--- config.mk ---
export PLATFORM = sky130hd
export DESIGN_NAME = cond_exec_stage
export DESIGN_NICKNAME = d
export VERILOG_FILES = /design/src/rtl/cond_exec_stage_pkg.sv /design/src/rtl/cond_eval.sv /design/src/rtl/cond_exec_stage.sv
export SDC_FILE = /design/constraint.sdc
export NUM_CORES = 1
export LEC_CHECK = 0
export CORE_ASPECT_RATIO = 1.1
export CORE_UTILIZATION = 42
export CTS_CLUSTER_SIZE = 30
export DETAILED_ROUTE_END_ITERATION = 6
export HOLD_SLACK_MARGIN = 0.03
export PLACE_DENSITY = 0.76
export SLEW_MARGIN = 10
export SYNTH_ARGS = -nofsm -noshare
export SYNTH_HDL_FRONTEND = slang
export SYNTH_HIERARCHICAL = 1
export SYNTH_SLANG_ARGS = --single-unit
--- constraint.sdc ---
create_clock -name clk -period 5.08 [get_ports clk]
set_clock_uncertainty 0.2 [all_clocks]
set_input_delay 0.762 -clock clk [delete_from_list [all_inputs] [get_ports clk]]
set_output_delay 0.762 -clock clk [all_outputs]
set_load 0.005 [all_outputs]
--- src/rtl/cond_exec_stage_pkg.sv ---
// Shared constants for conditional-execute logic: ARM condition codes and
// flag bit positions within the packed {Z,C,N,V} flag nibble.
package cond_exec_stage_pkg;

    localparam logic [3:0] CC_EQ = 4'h0;
    localparam logic [3:0] CC_NE = 4'h1;
    localparam logic [3:0] CC_CS = 4'h2;
    localparam logic [3:0] CC_CC = 4'h3;
    localparam logic [3:0] CC_MI = 4'h4;
    localparam logic [3:0] CC_PL = 4'h5;
    localparam logic [3:0] CC_VS = 4'h6;
    localparam logic [3:0] CC_VC = 4'h7;
    localparam logic [3:0] CC_HI = 4'h8;
    localparam logic [3:0] CC_LS = 4'h9;
    localparam logic [3:0] CC_GE = 4'hA;
    localparam logic [3:0] CC_LT = 4'hB;
    localparam logic [3:0] CC_GT = 4'hC;
    localparam logic [3:0] CC_LE = 4'hD;
    localparam logic [3:0] CC_AL = 4'hE;
    localparam logic [3:0] CC_NV = 4'hF;

    localparam int FLAG_Z = 3;
    localparam int FLAG_C = 2;
    localparam int FLAG_N = 1;
    localparam int FLAG_V = 0;

    localparam logic [3:0] FLAGS_RST = 4'b0000;

endpackage

--- src/rtl/cond_eval.sv ---
// Purpose: decode one ARM condition field against a {Z,C,N,V} flag nibble.
// Latency: purely combinational.
// Backpressure: none; the caller owns all flow control.
module cond_eval
    import cond_exec_stage_pkg::*;
(
    input  logic [3:0] cond,
    input  logic [3:0] flags,
    output logic       pass
);

    logic z, c, n, v;

    assign z = flags[FLAG_Z];
    assign c = flags[FLAG_C];
    assign n = flags[FLAG_N];
    assign v = flags[FLAG_V];

    always_comb begin
        pass = 1'b0;
        case (cond)
            CC_EQ: pass = z;
            CC_NE: pass = ~z;
            CC_CS: pass = c;
            CC_CC: pass = ~c;
            CC_MI: pass = n;
            CC_PL: pass = ~n;
            CC_VS: pass = v;
            CC_VC: pass = ~v;
            CC_HI: pass = c & ~z;
            CC_LS: pass = ~c | z;
            CC_GE: pass = (n == v);
            CC_LT: pass = (n != v);
            CC_GT: pass = ~z & (n == v);
            CC_LE: pass = z | (n != v);
            CC_AL: pass = 1'b1;
            CC_NV: pass = 1'b0;
        endcase
    end

endmodule

--- src/rtl/cond_exec_stage.sv ---
// Purpose: evaluate a bundle of LANES conditional instructions, forward flags in-bundle, keep the flag register.
// Latency: one cycle from in_* to out_valid/out_pass; status visible the cycle after its writing edge.
// Backpressure: stall freezes all state and outputs; flush empties the stage and wins over stall.
module cond_exec_stage
    import cond_exec_stage_pkg::*;
#(
    parameter int LANES  = 2,
    parameter int FWD_EN = 1
) (
    input  logic               clk,
    input  logic               rst,
    input  logic               stall,
    input  logic               flush,
    input  logic [LANES-1:0]   in_valid,
    input  logic [4*LANES-1:0] in_cond,
    input  logic [LANES-1:0]   in_s,
    input  logic [4*LANES-1:0] in_flags,
    output logic [LANES-1:0]   out_valid,
    output logic [LANES-1:0]   out_pass,
    output logic [3:0]         status
);

    logic [LANES-1:0] pass_vec;
    logic [3:0]       status_nxt;

    // Per-lane signals live inside the generate scope so each lane's chain
    // link is its own net rather than one bit of a self-referencing vector.
    genvar i;
    for (i = 0; i < LANES; i++) begin : g_lane
        logic [3:0] lane_flags;
        logic [3:0] eff;
        logic       pass;
        logic       wr;
        logic [3:0] st_nxt;

        assign lane_flags = in_flags[4*i +: 4];

        if (i == 0 || FWD_EN == 0) begin : g_reg
            assign eff = status;
        end else begin : g_fwd
            assign eff = g_lane[i-1].wr ? g_lane[i-1].lane_flags : g_lane[i-1].eff;
        end

        cond_eval u_eval (
            .cond  (in_cond[4*i +: 4]),
            .flags (eff),
            .pass  (pass)
        );

        assign wr          = in_valid[i] & pass & in_s[i];
        assign pass_vec[i] = pass;

        // Younger writers overwrite older ones as the chain walks up the lanes.
        if (i == 0) begin : g_st0
            assign st_nxt = wr ? lane_flags : status;
        end else begin : g_stn
            assign st_nxt = wr ? lane_flags : g_lane[i-1].st_nxt;
        end
    end

    assign status_nxt = g_lane[LANES-1].st_nxt;

    always_ff @(posedge clk or posedge rst) begin
        if (rst) begin
            status    <= FLAGS_RST;
            out_valid <= '0;
            out_pass  <= '0;
        end else if (flush) begin
            out_valid <= '0;
            out_pass  <= '0;
        end else if (!stall) begin
            out_valid <= in_valid;
            out_pass  <= in_valid & pass_vec;
            status    <= status_nxt;
        end
    end

endmodule

# Word-level counts from Yosys, hierarchy flattened
# Cells that the tools add are included.
[totals]
in_bits = 24
reg_bits = 8
[op_classes]
n_eq_ne = 35
n_bitwise = 23
n_reduce_logical = 3
n_mux = 8
[ops]
columns = ["op", "n"]
rows = [
  ["4-bit == test, second input constant", 16],
  ["4-bit by 3-bit == test with 1-bit output, second input constant", 8],
  ["1-bit one-hot mux with 16 select lines", 2],
  ["4-bit by 2-bit == test with 1-bit output, second input constant", 4],
  ["1-bit NOT", 10],
  ["1-bit AND", 8],
  ["4-bit by 1-bit == test with 1-bit output, second input constant", 2],
  ["4-bit zero test", 2],
  ["2-bit two-way mux", 4],
  ["4-bit two-way mux", 2],
  ["1-bit OR", 4],
  ["2-bit AND", 1],
  ["1-bit == test", 2],
  ["1-bit != test", 2],
  ["2-bit by 1-bit != test with 1-bit output, second input constant", 1],
  ["2-bit AND reduction", 1],
]

# Depth between registers and ports, before layout
[depth]
word_depth = 12
ltp_mapped = 18
ltp_nobuf = 16

# Hierarchy
# Netlist, hierarchy kept.
[by_module_without_submodules]
columns = ["mod", "cells_each", "seq_area_each_um2", "area_per_inst_um2", "instances"]
rows = [
  ["cond_exec_stage", 50, 200.2, 465.4, 1],
  ["cond_eval", 23, 0.0, 155.1, 2],
]

# Worst setup path after synthesis
# OpenSTA, ideal clock, no wires.
[synth_path]
path_type = "input -> register"
startpoint = "input port in_cond[0]"
endpoint = "register status[0]"
arrival_time_ns = 3.669
path_slack_ns = 1.088
path_stages = 18
required_ns = 4.757
setup_ns = 0.123
path_cell_list = "buf_4 > nor2_1 > a211oi_1 > a2111oi_1 > a311oi_1 > o22ai_1 > and3_1 > buf_2 > nand2_1 > nand2_1 > xor2_1 > xor2_1 > a2111oi_1 > a311oi_1 > o22ai_1 > nand3_2 > a21o_4 > o2bb2ai_1"
[synth_between]
elab_chain_len = 11
word_cells_on_any_way = 34
[synth_lines]
columns = ["item", "line_no", "text"]
rows = [
  ["start, declared", "cond_exec_stage.sv:15", "input logic [4*LANES-1:0] in_cond,"],
  ["4-bit == test, or another cell as far along", "cond_eval.sv:21", "case (cond)"],
  ["1-bit one-hot mux with 16 select lines *", "cond_eval.sv:21", ""],
  ["net g_lane[0].pass", "cond_exec_stage.sv:32", "logic pass;"],
  ["1-bit AND * (2 in a row)", "cond_exec_stage.sv:50", "assign wr = in_valid[i] & pass & in_s[i];"],
  ["4-bit two-way mux *", "cond_exec_stage.sv:41", "assign eff = g_lane[i-1].wr ? g_lane[i-1].lane_flags : g_lane[i-1].eff;"],
  ["net g_lane[0].st_nxt[0]", "cond_exec_stage.sv:34", "logic [3:0] st_nxt;"],
  ["1-bit != test or 1-bit == test (tied branches)", "--", ""],
  ["1-bit OR or 1-bit AND (tied branches)", "cond_eval.sv:35, cond_eval.sv:34", ""],
  ["1-bit one-hot mux with 16 select lines *", "cond_eval.sv:21", ""],
  ["net g_lane[1].pass", "cond_exec_stage.sv:32", ""],
  ["1-bit AND * (2 in a row)", "cond_exec_stage.sv:50", ""],
  ["4-bit two-way mux *", "cond_exec_stage.sv:57", "assign st_nxt = wr ? lane_flags : g_lane[i-1].st_nxt;"],
  ["end signal, assigned", "cond_exec_stage.sv:74", "status <= status_nxt;"],
  ["end, declared", "cond_exec_stage.sv:20", "output logic [3:0] status"],
]
# Mark *: on every way through the listed nets, which the timed path passes. The rest lies on a longest branch.
# A chain may end at the register's enable or synchronous reset.

# Final worst setup path
[layout_path]
startpoint = "input port in_cond[0]"
endpoint = "register status[2]"
# The elaborated chain is that of the path after synthesis.

==> run metrics <==
Slew headroom=71.5%; RSZ-0062 raised after global routing=false; clock root buffer master=clkbuf_4; crit path capture type=flop; Synth Area in Simple Gates=26.8%; n_diodes=0; setup_tns=0 ns; Final Cycle Share=92.5%; slowest cell delay on critical path=0.65 ns; worst-path maximum fanout=8; Avg Inst Size Synth=8.08 µm²; Routed Antenna Nets=0; Critical Path Slowest Stage Cell=clkdlybuf4s50_1; critical path capture point=status[2]$_DFFE_PP0P_; yosys warns=6; die area=0.00202 mm²; IO Port Bufs=31; CTS tree=built; R2R Path Start=status[1]$_DFFE_PP0P_; largest net degree at the start of global routing=9; fin. max-slew vios=0; main combinational cell family by area after synthesis=compound AO/OA/AOI/OAI gates; DR vias/cell=5.76; core area=0.00165 mm²; worst reg-to-reg path cell count=16; Die H=47.1 µm; number of max-cap violations=0; reg-to-reg endpoint=status[2]$_DFFE_PP0P_; Synth Register Bits=8; Synth Instances=96; final WL=1890 µm; post-DP HPWL=1500 µm; Placer Congestion=0.812; Row Count=15; First DRT Iteration DRCs=22; Post-CTS Setup Bufs=0; Hold Buf Count CTS=0; vias in the first global route=775; drt drc=0; R2R Setup Slk=0.90 ns; fmax=213 MHz; Final Net Count=150; Area Growth Syn to Fin=40.6%; first-pass GRT wire length=3130 µm; mux contribution to synthesized area=5.16%; pwr dens=354 mW/mm²; minimum clock period=4.70 ns; Synth Area in Adders=0%; Worst VDD drop=0.245 mV; Setup WS post-layout=0.383 ns; Worst-path clk slew=0.06 ns; crit path cell chain=clkdlybuf4s50_1, nor2b_1, a211oi_1, a2111oi_1, a311oi_1, o22ai_1, and3_1, nand2_1, nand2_1, xor2_1, xor2_1, a2111oi_1, a311oi_1, o22ai_1, nand3_2, a21o_4, o2bb2ai_1; Synth cell types=31; Hold Vio Cnt, Final=0; pre-CTS setup slack=0.151 ns; 1st-pass router iterations=4; routed via count=812; Setup crit start kind=input port; CTS-repair resized insts=0; io pins=32; initial antenna violation count=0; critical path type=in -> reg; CTS Buffer Depth=2; Worst-Skew Late Latency=0.26 ns; Seq/Total Area, Yosys=25.8%; Critical Path AT=4.63 ns; layout cells sized above 1=4.84%; Setup Viol. Count Final=0; Initial Util=47.0%; Synthesized Nets=120; H-tree depth=1; Die X=43.0 µm; Slew @ Worst Pin=0.427 ns; drt wl/cell=13.4 µm; status=completed; Worst Hold Class=reg -> reg; Pleak=0.000437 µW; compound-cell area share of the yosys netlist=26.8%; Worst EP required=5.01 ns; mapped cell area=776 µm²; xor-xnor portion of the synthesized cell area=9.03%; Clock Sinks=8; total CTS buffers=3; Congestion Overflow GR=0; GRT Overall Usage=20.6%; crit path from=in_cond[0]
-- routing by layer --
layer  share of wire [%]  GRT usage, %  routed length (µm)
met1                  46          24.9                 859
met5                   0             0                   0
met4                   0          5.45                   0
met2                  49          37.6                 926
met3                 5.3          4.62                 100
-- flip-flops by register name, summed over array words and instances (netlist names) --
name,flops
out_pass,2
out_valid,2
status,4
-- worst min path at each step --
stage / to / start / depth (start not counted)
global placement: out_valid[0]$_DFFE_PP0P_ / out_valid[0]$_DFFE_PP0P_ / 2
CTS: out_pass[0]$_DFFE_PP0P_ / out_pass[0]$_DFFE_PP0P_ / 2
finish: out_pass[0]$_DFFE_PP0P_ / out_pass[0]$_DFFE_PP0P_ / 2
detailed placement: out_pass[0]$_DFFE_PP0P_ / out_pass[0]$_DFFE_PP0P_ / 2
floorplan: out_pass[0]$_DFFE_PP0P_ / out_pass[0]$_DFFE_PP0P_ / 2
global route: out_pass[0]$_DFFE_PP0P_ / out_pass[0]$_DFFE_PP0P_ / 2
-- final cells by class --
class | count | area [µm²]
Clock buffer | 3 | 22.5
Multi-Input combinational cell | 79 | 526
Tap cell | 17 | 21.3
Fill cell | 142 | 561
Inverter | 3 | 11.3
Sequential cell | 8 | 200
Timing Repair Buffer | 31 | 310
-- cells by family after synthesis --
kind of cell | count (synthesis)
AND/OR/NAND/NOR | 38
AO/OA/AOI/OAI | 29
buffers and inverters | 9
XOR/XNOR | 8
flip-flops | 8
multiplexers | 4
-- cell usage in the layout, fill, tap and decap left out, types with 3 or more instances in the layout --
cell,count
clkdlybuf4s50_1,31
nand2_1,14
a21oi_1,8
dfrtp_1,8
nor2_1,6
xor2_1,6
and4_1,4
a31oi_1,4
o2bb2ai_1,4
mux2i_1,4
inv_1,3
clkbuf_4,3
-- critical path: cells and delay by family --
kind / cells / cell delay [ns]
buffers and inverters: 1 / 0.65
AOI/OAI and AO/OA: 9 / 1.93
and+or+nand+nor: 5 / 0.91
xor gates and xnor gates: 2 / 0.38
-- synthesized netlist by cell type --
| library cell | instances | area, µm² |
|---|---|---|
| dfrtp_1 | 8 | 200 |
| xnor2_1 | 2 | 17.5 |
| nand3_1 | 1 | 5.00 |
| nand2b_1 | 2 | 12.5 |
| and3_1 | 1 | 6.26 |
| mux2i_1 | 4 | 40.0 |
| or2_4 | 1 | 8.76 |
| buf_6 | 1 | 11.3 |
| xor2_1 | 6 | 52.6 |
| clkbuf_1 | 2 | 7.51 |
| buf_4 | 2 | 15.0 |
| o22a_1 | 2 | 17.5 |
| a31oi_1 | 4 | 25.0 |
| a21oi_1 | 8 | 40.0 |
| inv_1 | 3 | 11.3 |
| a2111oi_1 | 2 | 20.0 |
| and4_1 | 4 | 35.0 |
| nor4b_1 | 2 | 17.5 |
| o22ai_1 | 2 | 12.5 |
| nand2_1 | 14 | 52.6 |
| nand3_2 | 1 | 10.0 |
| o2bb2ai_1 | 4 | 35.0 |
| nand3b_1 | 2 | 15.0 |
| o21ai_0 | 2 | 10.0 |
| nor2b_1 | 2 | 12.5 |
| a211oi_1 | 2 | 15.0 |
| a21o_4 | 1 | 15.0 |
| buf_2 | 1 | 5.00 |
| nor2_1 | 6 | 22.5 |
| nor3_1 | 2 | 10.0 |
| a311oi_1 | 2 | 17.5 |
-- power breakdown --
group | switching [µW] | internal, µW
clock network | 21.1 | 27.0
registers | 30.3 | 81.9
logic | 106 | 120
total | 157 | 229
-- stage by stage --
step	utilization (%)	cell area (µm²)	total power (µW)	std cells	hold slack [ns]
6_report	66.1	1090	386	141	0.318
3_5_place_dp	64.7	1070	337	138	0.311
3_3_place_gp	64.7	1070	333	138	0.311
2_1_floorplan	-	776	253	96	0.312
4_1_cts	66.1	1090	388	141	0.318
5_1_grt	66.1	1090	419	141	0.361
No activity file was read; power rests on OpenSTA's default activity.
